File: src/rtl/conv_ctrl_32_10.sv
// Control sequencer for a single-MAC 1D convolution: loads N input words, then
// walks the M taps for each of the N-M+1 outputs and hands each result downstream.
module conv_ctrl_32_10 #(
    parameter int N = 32,
    parameter int M = 10,
    localparam int XW = $clog2(N),
    localparam int FW = $clog2(M)
) (
    input  logic          clk,
    input  logic          reset,
    input  logic          s_valid_x,
    output logic          s_ready_x,
    output logic          wr_en_x,
    output logic [XW-1:0] addr_x,
    output logic [FW-1:0] addr_f,
    output logic          clear_acc,
    output logic          en_acc,
    output logic          m_valid_y,
    input  logic          m_ready_y,
    output logic          vec_done
);

    typedef enum logic [2:0] {
        ST_IDLE    = 3'd0,
        ST_LOAD    = 3'd1,
        ST_COMPUTE = 3'd2,
        ST_DRAIN   = 3'd3,
        ST_OUTPUT  = 3'd4
    } state_t;

    localparam logic [XW-1:0] W_LAST = XW'(N - 1);
    localparam logic [XW-1:0] O_LAST = XW'(N - M);
    localparam logic [FW-1:0] K_LAST = FW'(M - 1);
    localparam logic [XW-1:0] X_INC  = {{(XW-1){1'b0}}, 1'b1};
    localparam logic [FW-1:0] K_INC  = {{(FW-1){1'b0}}, 1'b1};

    state_t        state_r;
    logic [XW-1:0] wcnt_r;
    logic [FW-1:0] k_r;
    logic [XW-1:0] oidx_r;
    logic          en_d_r;
    logic [XW-1:0] sum_s;

    // oidx+k peaks at N-1, so the read address never wraps
    assign sum_s = oidx_r + XW'(k_r);

    // State machine and counters; k parks at M-1 after the last tap
    always_ff @(posedge clk or negedge reset) begin
        if (!reset) begin
            state_r <= ST_IDLE;
            wcnt_r  <= {XW{1'b0}};
            k_r     <= {FW{1'b0}};
            oidx_r  <= {XW{1'b0}};
            en_d_r  <= 1'b0;
        end else begin
            en_d_r <= (state_r == ST_COMPUTE);
            case (state_r)
                ST_IDLE: begin
                    state_r <= ST_LOAD;
                end
                ST_LOAD: begin
                    if (s_valid_x) begin
                        if (wcnt_r == W_LAST) begin
                            wcnt_r  <= {XW{1'b0}};
                            oidx_r  <= {XW{1'b0}};
                            k_r     <= {FW{1'b0}};
                            state_r <= ST_COMPUTE;
                        end else begin
                            wcnt_r <= wcnt_r + X_INC;
                        end
                    end else begin
                        wcnt_r <= wcnt_r;
                    end
                end
                ST_COMPUTE: begin
                    if (k_r == K_LAST) begin
                        state_r <= ST_DRAIN;
                    end else begin
                        k_r <= k_r + K_INC;
                    end
                end
                ST_DRAIN: begin
                    state_r <= ST_OUTPUT;
                end
                ST_OUTPUT: begin
                    if (m_ready_y) begin
                        if (oidx_r == O_LAST) begin
                            wcnt_r  <= {XW{1'b0}};
                            state_r <= ST_LOAD;
                        end else begin
                            oidx_r  <= oidx_r + X_INC;
                            k_r     <= {FW{1'b0}};
                            state_r <= ST_COMPUTE;
                        end
                    end else begin
                        state_r <= ST_OUTPUT;
                    end
                end
                default: begin
                    state_r <= ST_IDLE;
                end
            endcase
        end
    end

    // Output decode from the registered state and counters
    always_comb begin
        s_ready_x = 1'b0;
        addr_x    = {XW{1'b0}};
        addr_f    = {FW{1'b0}};
        clear_acc = 1'b0;
        m_valid_y = 1'b0;
        vec_done  = 1'b0;
        case (state_r)
            ST_LOAD: begin
                s_ready_x = 1'b1;
                addr_x    = wcnt_r;
            end
            ST_COMPUTE: begin
                addr_x    = sum_s;
                addr_f    = k_r;
                clear_acc = (k_r == {FW{1'b0}});
            end
            ST_DRAIN: begin
                addr_x = sum_s;
                addr_f = k_r;
            end
            ST_OUTPUT: begin
                addr_x    = sum_s;
                addr_f    = k_r;
                m_valid_y = 1'b1;
                vec_done  = m_ready_y && (oidx_r == O_LAST);
            end
            default: begin
                s_ready_x = 1'b0;
            end
        endcase
        wr_en_x = s_valid_x & s_ready_x;
        en_acc  = en_d_r;
    end

endmodule
File: config.mk
export PLATFORM = sky130hd
export DESIGN_NAME = conv_ctrl_32_10
export DESIGN_NICKNAME = d
export VERILOG_FILES = /design/src/rtl/conv_ctrl_32_10.sv
export SDC_FILE = /design/constraint.sdc
export NUM_CORES = 1
export LEC_CHECK = 0
export CORE_UTILIZATION = 55
export DETAILED_ROUTE_END_ITERATION = 10
export PLACE_DENSITY_LB_ADDON = 0.08
export SYNTH_ARGS = -nofsm -noshare
export SYNTH_HDL_FRONTEND = slang
export SYNTH_SLANG_ARGS = --single-unit
File: constraint.sdc
create_clock -name clk -period 4.2 [get_ports clk]
set_input_delay 0.84 -clock clk [delete_from_list [all_inputs] [get_ports clk]]
set_output_delay 0.84 -clock clk [all_outputs]
set_load 0.005 [all_outputs]
==> impl_results.html <==
<table>
<tr><th>Metric</th><th>Value</th></tr>
<tr><th colspan="2">Routing</th></tr>
<tr><td>Remaining antenna violation count</td><td>0</td></tr>
<tr><td>Final wirelength</td><td>2870 um</td></tr>
<tr><td>Met2 layer wire length in the routed design</td><td>between 1000 and 1500 um</td></tr>
<tr><td>Detailed-route via count</td><td>~1000</td></tr>
<tr><td>Met1 wire length</td><td>1310 um</td></tr>
<tr><td>Highest Signal Layer</td><td>met4</td></tr>
<tr><td>Vias/cell</td><td>around 6.1</td></tr>
<tr><td>Routed length per instance</td><td>about 17 um</td></tr>
<tr><td>DRC violation total after the first TritonRoute iteration</td><td>25</td></tr>
<tr><td>DR DRC count</td><td>0</td></tr>
<tr><td>Amount of wire on met3 after detailed routing</td><td>145 um</td></tr>
<tr><td>Number of optimization iterations in the first detailed-route pass</td><td>4</td></tr>
<tr><th colspan="2">STA</th></tr>
<tr><td>Worst slew margin</td><td>0.448</td></tr>
<tr><td>Number of pins with negative max-slew slack in the final report</td><td>0</td></tr>
<tr><td>Post-Route Skew</td><td>between 10 and 15 ps</td></tr>
<tr><td>Actual slew at the worst max-slew pin</td><td>roughly 830 ps</td></tr>
<tr><td>Setup-violating endpoint count in the final report</td><td>0</td></tr>
<tr><td>Ratio of final minimum period to clock period</td><td>0.790</td></tr>
<tr><td>Total negative slack for setup checks</td><td>0 ps</td></tr>
<tr><td>Unrepaired setup endpoints after global routing</td><td>false</td></tr>
<tr><td>Number of failing hold endpoints at the final stage</td><td>0</td></tr>
<tr><td>Max Clk Rate</td><td>about 0.30 GHz</td></tr>
<tr><td>Post-layout min period</td><td>3320 ps</td></tr>
<tr><th colspan="2">Floorplanning</th></tr>
<tr><td>FP Rows</td><td>16</td></tr>
<tr><td>Number of primary I/O pins</td><td>19</td></tr>
<tr><td>Starting utilization of the core area</td><td>0.607</td></tr>
<tr><td>Die width</td><td>approximately 49 um</td></tr>
<tr><td>Die Footprint</td><td>about 2400 sq um</td></tr>
<tr><td>Die height</td><td>about 49 um</td></tr>
<tr><td>Core Footprint</td><td>between 2000 and 2500 sq um</td></tr>
<tr><th colspan="2">Place</th></tr>
<tr><td>Number of port buffers</td><td>18</td></tr>
<tr><td>Final weighted congestion in routability-driven placement</td><td>around 0.87</td></tr>
<tr><td>Placed Area</td><td>1430 sq um</td></tr>
<tr><td>Cell total after placement</td><td>169</td></tr>
<tr><td>HPWL after detailed placement</td><td>about 2200 um</td></tr>
<tr><th colspan="2">Final layout</th></tr>
<tr><td>Most frequent cells in the layout</td><td>dfrtp_1, clkdlybuf4s50_1, ha_1</td></tr>
<tr><td>Ratio of cells with drive above 1 in the final layout</td><td>0.0552</td></tr>
<tr><td>Final cell count without fillers</td><td>between 150 and 200</td></tr>
<tr><td>Diodes inserted</td><td>0</td></tr>
<tr><td>Post-route cell area</td><td>roughly 1500 sq um</td></tr>
<tr><td>Synth-to-Final Area Change</td><td>17.4%</td></tr>
<tr><td>Total number of nets in the final design</td><td>approximately 160</td></tr>
<tr><th colspan="2">Worst hold path</th></tr>
<tr><td>Worst hold path class</td><td>reg2reg</td></tr>
<tr><td>Number of instances on the worst hold path</td><td>1</td></tr>
<tr><th colspan="2">Setup path</th></tr>
<tr><td>Delay of the slowest critical-path stage</td><td>approximately 520 ps</td></tr>
<tr><td>Reg2Reg Depth</td><td>7</td></tr>
<tr><td>Cell family contributing the most delay on the critical path</td><td>adder cells</td></tr>
<tr><td>Critical Path End Type</td><td>output port</td></tr>
<tr><td>Start of the worst register-to-register path</td><td>wcnt_r[0]</td></tr>
<tr><td>Worst Setup Path Type</td><td>reg2out</td></tr>
<tr><td>Worst Path Required</td><td>about 3400 ps</td></tr>
<tr><td>Endpoint of the lowest-slack register-to-register path</td><td>k_r[0]</td></tr>
<tr><td>Crit path launch type</td><td>flop</td></tr>
<tr><td>Register-to-register path setup slack</td><td>roughly 2200 ps</td></tr>
<tr><td>List of cells traversed by the critical path</td><td>ha_1, fa_1, a21o_1, a21oi_1, xor2_1, o21ai_0, clkdlybuf4s50_1</td></tr>
<tr><td>Sum of buffers and inverters on the critical path</td><td>1</td></tr>
<tr><td>CP Data Arrival Time</td><td>2480 ps</td></tr>
<tr><td>Worst setup path endpoint</td><td>addr_x[4]</td></tr>
<tr><td>Source of the critical timing path</td><td>k_r[0]</td></tr>
<tr><td>Worst-path fanout max</td><td>5</td></tr>
<tr><td>Cell type of the slowest stage on the worst timing path</td><td>clkdlybuf4s50_1</td></tr>
<tr><td>Crit path depth</td><td>7</td></tr>
<tr><th colspan="2">Logic synthesis</th></tr>
<tr><td>Post-Synthesis Net Count</td><td>between 100 and 150</td></tr>
<tr><td>Mean cell area of the mapped netlist</td><td>about 9.7 sq um</td></tr>
<tr><td>Unique masters post-synth</td><td>42</td></tr>
<tr><td>Register area share after synthesis</td><td>0.364</td></tr>
<tr><td>Flip-flop cell with the highest count after synthesis</td><td>dfrtp_1</td></tr>
<tr><td>Cell area after synthesis</td><td>approximately 1200 sq um</td></tr>
<tr><td>Number of synthesized register bits</td><td>18</td></tr>
<tr><td>Async SR Flop Fraction</td><td>1.00</td></tr>
<tr><td>Synth warnings</td><td>0</td></tr>
<tr><td>Count of flip-flops with a built-in enable after synthesis</td><td>0</td></tr>
<tr><td>Synthesized instance count</td><td>approximately 130</td></tr>
<tr><th colspan="2">Global routing</th></tr>
<tr><td>Maximum number of pins on one net before global-route repair</td><td>19</td></tr>
<tr><td>Global-route wire length before repair</td><td>4840 um</td></tr>
<tr><td>GRT Resource Usage Total</td><td>0.262</td></tr>
<tr><td>Number of global-route vias before repair</td><td>1041</td></tr>
<tr><td>Number of antenna violations at the first check in global routing</td><td>0</td></tr>
<tr><td>Leftover overflow at the end of global routing</td><td>0</td></tr>
<tr><th colspan="2">Clock network</th></tr>
<tr><td>Buffer depth of the longest clock path</td><td>2</td></tr>
<tr><td>Number of levels in the clock H-tree</td><td>1</td></tr>
<tr><td>Buffer cell driving the clock tree root</td><td>clkbuf_4</td></tr>
<tr><td>Clock input transition at the sequential cells of the worst setup and hold paths</td><td>about 110 ps</td></tr>
<tr><td>Number of buffers added by the clock tree synthesis step</td><td>3</td></tr>
<tr><td>Clock tree from TritonCTS</td><td>built</td></tr>
<tr><td>Quantity of gates resized following cts</td><td>0</td></tr>
<tr><td>Post-CTS Setup Repair Bufs</td><td>0</td></tr>
<tr><td>Later-pin clock latency in the skew report</td><td>300 ps</td></tr>
<tr><td>Number of sinks handled by clock tree synthesis</td><td>18</td></tr>
<tr><td>Hold buffer count at cts</td><td>0</td></tr>
<tr><th colspan="2">Status</th></tr>
<tr><td>Outcome</td><td>completed</td></tr>
<tr><th colspan="2">Pwr</th></tr>
<tr><td>Worst IR Drop VDD</td><td>around 270 uV</td></tr>
<tr><td>Static leakage power</td><td>0.675 nW</td></tr>
<tr><td>Power per Cell Area</td><td>~420 nW/um^2</td></tr>
<tr><th colspan="2">Job</th></tr>
<tr><td>Total of max-cap violations</td><td>0</td></tr>
</table>
## logic make-up after synthesis
| logic type | synth area share |
|---|---|
| simple gates | 0.200 |
| compound gates | 0.189 |
| mux | 0.0465 |
| buf+inv | 0.0384 |
| xor+xnor | 0.0354 |
| fa+ha+maj | 0.127 |
| flops | 0.364 |
## per-stage QoR
step | hold WS (ps) | utilization | power, mW | setup slack, ps
after global placement | 524 | 0.701 | 0.508 | 1210
after CTS | 539 | 0.712 | 0.606 | 871
final | 540 | 0.712 | 0.609 | 880
after global routing | 562 | 0.712 | 0.646 | 734
after floorplan | 471 | - | 0.405 | 1770
after detailed placement | 526 | 0.701 | 0.519 | 1110
## worst reg2reg max path, cell delays in order, from the launching register on
cell and delay [ps]:
dfrtp_1 480, ha_1 240, and3_1 170, ha_1 260
nand2_1 110, a2bb2oi_1 200, o21ai_1 170, mux2_2 300
## worst min path at each step
stage	startpoint	to	slack (ps)
floorplan	wcnt_r[3]	wcnt_r[3]	470
global placement	wcnt_r[3]	wcnt_r[3]	520
detailed placement	wcnt_r[3]	wcnt_r[3]	530
CTS	wcnt_r[3]	wcnt_r[3]	540
global route	wcnt_r[3]	wcnt_r[3]	560
finish	wcnt_r[3]	wcnt_r[3]	540
## flip-flops by register name, indices dropped and copies added, names as in the netlist
name	count
wcnt_r	5
k_r	4
oidx_r	5
en_acc	1
state_r	3
## power breakdown
part | total, mW | internal, mW | switching [mW]
Clock | 0.0870 | 0.0334 | 0.0536
Combinational | 0.268 | 0.146 | 0.123
Sequential | 0.254 | 0.206 | 0.0487
## cells in the mapped netlist (2+ instances only)
cell / n / share of area
a211oi_1: 2 / 0.012
a21o_1: 3 / 0.018
a21oi_1: 3 / 0.012
a22o_1: 5 / 0.035
and2_1: 2 / 0.010
buf_2: 2 / 0.0081
dfrtp_1: 18 / 0.36
ha_1: 11 / 0.11
inv_1: 6 / 0.018
mux2_2: 2 / 0.018
mux2i_1: 2 / 0.016
nand2_1: 9 / 0.027
nand2b_1: 4 / 0.020
nand3_1: 6 / 0.024
nor2_1: 8 / 0.024
nor2b_1: 4 / 0.020
nor3_1: 2 / 0.0081
o21ai_0: 5 / 0.020
o21ai_1: 2 / 0.0081
o221ai_1: 2 / 0.014
o2bb2ai_1: 3 / 0.021
o31ai_1: 3 / 0.018
or3b_1: 2 / 0.014
xnor2_1: 3 / 0.021
xor2_1: 2 / 0.014
## routing by layer
| layer | vias to the layer above | track usage |
|---|---|---|
| li1 | 505 | - |
| met1 | 502 | 0.348 |
| met2 | 33 | 0.445 |
| met3 | 6 | 0.0370 |
| met4 | 0 | 0.0714 |
| met5 | - | 0 |
## area by class of cell
type	instances	area, sq um
tap	27	33.8
clock buffer	3	22.5
timing repair buffer	18	180
fill	165	588
multi-input combinational	99	741
inverter	7	26.3
sequential	18	450
Note: power is estimated with default switching activity, not from simulation.
